<file path="config.mk">
export PLATFORM = sky130hd
export DESIGN_NAME = vga_pixel_fetch
export DESIGN_NICKNAME = d
export VERILOG_FILES = /design/src/rtl/vga_pixel_fetch.sv
export SDC_FILE = /design/constraint.sdc
export NUM_CORES = 1
export LEC_CHECK = 0
export ABC_CLOCK_PERIOD_IN_PS = 3400
export CAP_MARGIN = 5
export CORE_MARGIN = 2
export CORE_UTILIZATION = 57
export CTS_CLUSTER_DIAMETER = 200
export DETAILED_ROUTE_END_ITERATION = 8
export DONT_BUFFER_PORTS = 1
export PLACE_DENSITY_LB_ADDON = 0.3
export RECOVER_POWER = 25
export SYNTH_ARGS = -nofsm -noshare
export SYNTH_HDL_FRONTEND = slang
export SYNTH_SLANG_ARGS = --single-unit
</file>
<file path="constraint.sdc">
create_clock -name clk -period 3.4 [get_ports clk]
set_input_delay 0.34 -clock clk [delete_from_list [all_inputs] [get_ports clk]]
set_output_delay 0.34 -clock clk [all_outputs]
set_load 0.02 [all_outputs]
</file>
<file path="src/rtl/vga_pixel_fetch.sv">
// vga_pixel_fetch: streams framebuffer words from memory into a small prefetch FIFO
// and hands one RGB pixel per VGA pop request.
// Optional feature: define PIXFETCH_UNDERFLOW_CNT_EN to add a 16-bit saturating
// underflow event counter output (underflow_cnt).
module vga_pixel_fetch #(
    parameter logic [31:0] BASE_ADDR  = 32'h0000_0000,
    parameter int          H_RES      = 640,
    parameter int          V_RES      = 480,
    parameter int          FIFO_DEPTH = 8
) (
    input  logic        clk,
    input  logic        reset,
    input  logic        pix_en,
    input  logic        frame_start,
    input  logic        pix_req,
    output logic [31:0] rd_addr,
    input  logic [31:0] rd_data,
    output logic [23:0] pixel,
    output logic        underflow
`ifdef PIXFETCH_UNDERFLOW_CNT_EN
    ,
    output logic [15:0] underflow_cnt
`endif
);

    localparam int TOTAL = H_RES * V_RES;
    localparam int IDX_W = (TOTAL > 1) ? $clog2(TOTAL) : 1;
    localparam int PTR_W = (FIFO_DEPTH > 1) ? $clog2(FIFO_DEPTH) : 1;
    localparam int CNT_W = $clog2(FIFO_DEPTH + 1);

    typedef enum logic [1:0] {IDLE, FETCH, DONE} state_t;

    state_t             state, state_nxt;
    logic [IDX_W-1:0]   idx;
    logic [23:0]        mem [FIFO_DEPTH];
    logic [PTR_W-1:0]   wr_ptr, rd_ptr;
    logic [CNT_W-1:0]   count;
    logic               push, pop, pop_hit, last_px;

    // Upper byte of the framebuffer word carries no colour information.
    logic unused_hi;
    assign unused_hi = ^rd_data[31:24];

    // The fetch address is a pure function of the pixel index.
    assign rd_addr = BASE_ADDR + (32'(idx) << 2);

    // Push/pop qualifiers; fullness and emptiness use the count at cycle start.
    always_comb begin
        push    = (state == FETCH) && (count != CNT_W'(FIFO_DEPTH));
        pop     = pix_en && pix_req;
        pop_hit = pop && (count != '0);
        last_px = (idx == IDX_W'(TOTAL - 1));
    end

    // Next-state logic: frame_start always (re)starts a frame, last push ends it.
    always_comb begin
        state_nxt = state;
        if (frame_start)
            state_nxt = FETCH;
        else if (push && last_px)
            state_nxt = DONE;
    end

    // State register.
    always_ff @(posedge clk) begin
        if (!reset)
            state <= IDLE;
        else
            state <= state_nxt;
    end

    // Pixel index and FIFO bookkeeping; frame_start flushes and overrides push/pop.
    always_ff @(posedge clk) begin
        if (!reset) begin
            idx    <= '0;
            wr_ptr <= '0;
            rd_ptr <= '0;
            count  <= '0;
        end else if (frame_start) begin
            idx    <= '0;
            wr_ptr <= '0;
            rd_ptr <= '0;
            count  <= '0;
        end else begin
            if (push) begin
                idx    <= last_px ? '0 : idx + 1'b1;
                wr_ptr <= wr_ptr + 1'b1;
            end
            if (pop_hit)
                rd_ptr <= rd_ptr + 1'b1;
            case ({push, pop_hit})
                2'b10:   count <= count + 1'b1;
                2'b01:   count <= count - 1'b1;
                default: count <= count;
            endcase
        end
    end

    // FIFO storage; contents need no reset since count gates every read.
    always_ff @(posedge clk) begin
        if (reset && !frame_start && push)
            mem[wr_ptr] <= rd_data[23:0];
    end

    // Registered pixel output and sticky underflow flag (survives frame_start).
    always_ff @(posedge clk) begin
        if (!reset) begin
            pixel     <= '0;
            underflow <= 1'b0;
        end else if (frame_start) begin
            pixel     <= '0;
        end else if (pop) begin
            if (pop_hit) begin
                pixel <= mem[rd_ptr];
            end else begin
                pixel     <= '0;
                underflow <= 1'b1;
            end
        end
    end

`ifdef PIXFETCH_UNDERFLOW_CNT_EN
    // Saturating count of empty pops, cleared per frame.
    always_ff @(posedge clk) begin
        if (!reset)
            underflow_cnt <= '0;
        else if (frame_start)
            underflow_cnt <= '0;
        else if (pop && !pop_hit && (underflow_cnt != 16'hFFFF))
            underflow_cnt <= underflow_cnt + 1'b1;
    end
`endif

endmodule
</file>
==> results_dict.tcl <==
set metrics [dict create \
    antenna_cells 0 \
    grt-ovfl-total 0 \
    floorplan.die.height_microns 134 \
    ys_top_cells_by_area "edfxtp_1 60%, dfxtp_1 12%, mux4_2 11%" \
    ant_nets 0 \
    clkSinkCount 251 \
    power_frac_seq 0.543 \
    p_int_mw 4.94 \
    insertion_delay_ps 510 \
    h-tree-depth 1 \
    place.gp.congestion 0.827 \
    synth_area_per_cell_sq_um 17.1 \
    p_sw_mw 1.19 \
    peakVddDrop_mv 0.386 \
    cap_violations 0 \
    dr.pass1.iters 5 \
    relSlewSlack 0.420 \
    drtIter0Drc 432 \
    period_minus_slack_ps 2870 \
    fin_skew_ps 8.66 \
    p_sw_frac 0.194 \
    synth_ff_type "edfxtp_1" \
    placed_area_sq_um 10000 \
    clk_pin_slew_ps 60 \
    die-area_sq_um 18100 \
    grt_pass1_vias 5155 \
    core_region_area_sq_um 16600 \
    rsz0062_at_grt "false" \
    clkPwrFrac 0.434 \
    wirelength_microns 18000 \
    worstSetupPathType "flop to flop" \
    synthDistinctLibCells 43 \
    cts_resized 0 \
    ys_async_sr_fraction 0 \
    fill_cells 1136 \
    ios 94 \
    leakage_nw 3.44 \
    start_util 0.584 \
    setup-tns-final_ps 0 \
    worstPathMaxFanout 9 \
    synth_seq_cells 251 \
    nNetsFinal 658 \
    synth.most_common_cell "edfxtp_1" \
    p_per_area_nw_per_um2 554 \
    cts_buffers 25 \
    startpoint_type "flop" \
    share_comb_of_total_power 0.023 \
    cts_root_buf "clkbuf_16" \
    synthToLayoutAreaGrowth_pct 14.0 \
    setup_violations 0 \
    min_path_cells 2 \
    grt_usage 0.205 \
    postLayoutCellArea_sq_um 11000 \
    postCtsSetupBuffers 0 \
    row_count 47 \
    die_x_microns 134 \
    rr_worst_depth 10 \
    ys_seq_area_frac 0.717 \
    synthTopCellsByCount "192 x edfxtp_1, 59 x dfxtp_1, 48 x mux4_2" \
    syn-cell-area_sq_um 9690 \
    yosys_warnings 0 \
    clk_path_buf_depth 3 \
    status "finished, final reports clean" \
    synth_edf_count 192 \
    port_buffers 0 \
    wl_per_cell_microns 21.1 \
    finalHoldViolations 0 \
    hold_path_class "primary input to flop" \
    route.vias.total 5063 \
    drt_drc_violations_left 0 \
    total_power_mw 6.12 \
    worstPathArrival_ps 3310 \
    cts_hold_buf 26 \
    synth_top_area_share 0.595 \
    finalMaxSlewViolations 0 \
    grt_pass1_wl_microns 28100 \
    drive_gt1_frac 0.188 \
    vias_per_cell 5.94 \
    cts_tree "built" \
    antenna_found_initial 0 \
    worstPathRequired_ps 3850 \
    synthCells 568 \
    period_share 0.844 \
    detailed_place_hpwl_microns 10500 \
    endpoint_kind "flop" \
    fmax_ghz 0.348 \
    synth_area_leader_cell "edfxtp_1" \
    worstMarginPinSlew_ps 869 \
    grt_max_degree 41 \
]
-- kinds of logic after synthesis --
group | share of synthesized area
muxes | 0.138
and+or+nand+nor | 0.0651
DFF | 0.717
xor gates and xnor gates | 0.0127
AOI/OAI and AO/OA | 0.0367
buffers and inverters | 0.0218
other | 0.000387
adders and majority gates | 0.00775
-- power groups by stage --
stage          clock (mW)  combinational [mW]  sequential, mW
5_1_grt              2.82               0.153            3.33
6_report             2.66               0.140            3.32
3_5_place_dp            0              0.0877            3.39
4_1_cts              2.71               0.139            3.32
3_3_place_gp            0              0.0849            3.39
2_1_floorplan           0              0.0811            3.39
-- final timing paths --
path / startpoint / to / slack (ps)
hold reg to reg: state[1]$_SDFFE_PP0P_ / state[1]$_SDFFE_PP0P_ / 510
setup / recovery: count[1]$_SDFFE_PP0P_ / count[2]$_SDFFE_PP0P_ / 530
setup reg to reg: count[1]$_SDFFE_PP0P_ / count[2]$_SDFFE_PP0P_ / 530
hold / removal: frame_start / underflow$_SDFFE_PN0P_ / 60
-- metrics by stage --
stage | worst slack [ps] | hold WS [ps] | std cells | utilization
global placement | 705 | 439 | 782 | 0.603
finish | 531 | 56.9 | 853 | 0.666
CTS | 527 | 39.0 | 853 | 0.666
global route | 277 | 50.8 | 853 | 0.666
detailed placement | 552 | 439 | 782 | 0.603
floorplan | 319 | 439 | 580 | -
-- cell type report --
cell class | count | area [sq um] | area share
flip-flops and latches | 251 | 6950 | 0.629
clock inverters | 14 | 139 | 0.0126
clock buffers | 31 | 648 | 0.0587
well taps | 220 | 275 | 0.0249
multi-input cells | 290 | 2610 | 0.236
repair buffers | 45 | 415 | 0.0376
inverters | 2 | 7.51 | 0.000680
-- layer usage --
metal,part of all wire,vias to the layer above,routed length (microns),global-route usage
met5,0,-,0,0
met4,0.021,0,376,0.0632
met3,0.072,29,1290,0.0438
met2,0.49,181,8870,0.340
met1,0.41,2562,7430,0.275
li1,-,2291,-,-
-- sequential cells by signal (all words and copies together), names as in the netlist, named ones only --
name	count
count	4
mem	192
wr_ptr	3
pixel	24
rd_ptr	3
underflow	1
idx	19
state	2
-- critical path, cell delays in order (launching register included) --
cell     delay (ps)
dfxtp_1         400
nor4b_2         590
nor2_1          220
inv_1           230
ha_1            290
xor2_1          220
ha_1            180
a21oi_1          60
xor2_1          170
or3_1           310
a21oi_1         130
-- cells in the final DEF (no fill, tap or decap), types with 5 or more instances in the layout --
| cell | n |
|---|---|
| xor2_1 | 9 |
| clkinv_1 | 5 |
| or4_1 | 6 |
| o21ai_0 | 35 |
| edfxtp_1 | 192 |
| mux2i_1 | 26 |
| a21oi_1 | 16 |
| clkinv_2 | 6 |
| nand3_1 | 9 |
| buf_4 | 18 |
| conb_1 | 13 |
| dfxtp_1 | 57 |
| nand2_1 | 39 |
| dlygate4sd3_1 | 26 |
| xnor2_1 | 5 |
| ha_1 | 6 |
| mux4_2 | 48 |
| nor2_2 | 6 |
| clkbuf_1 | 6 |
| or3_1 | 8 |
| nor2_1 | 16 |
| clkbuf_16 | 25 |
(Power assumes the default switching activity.)
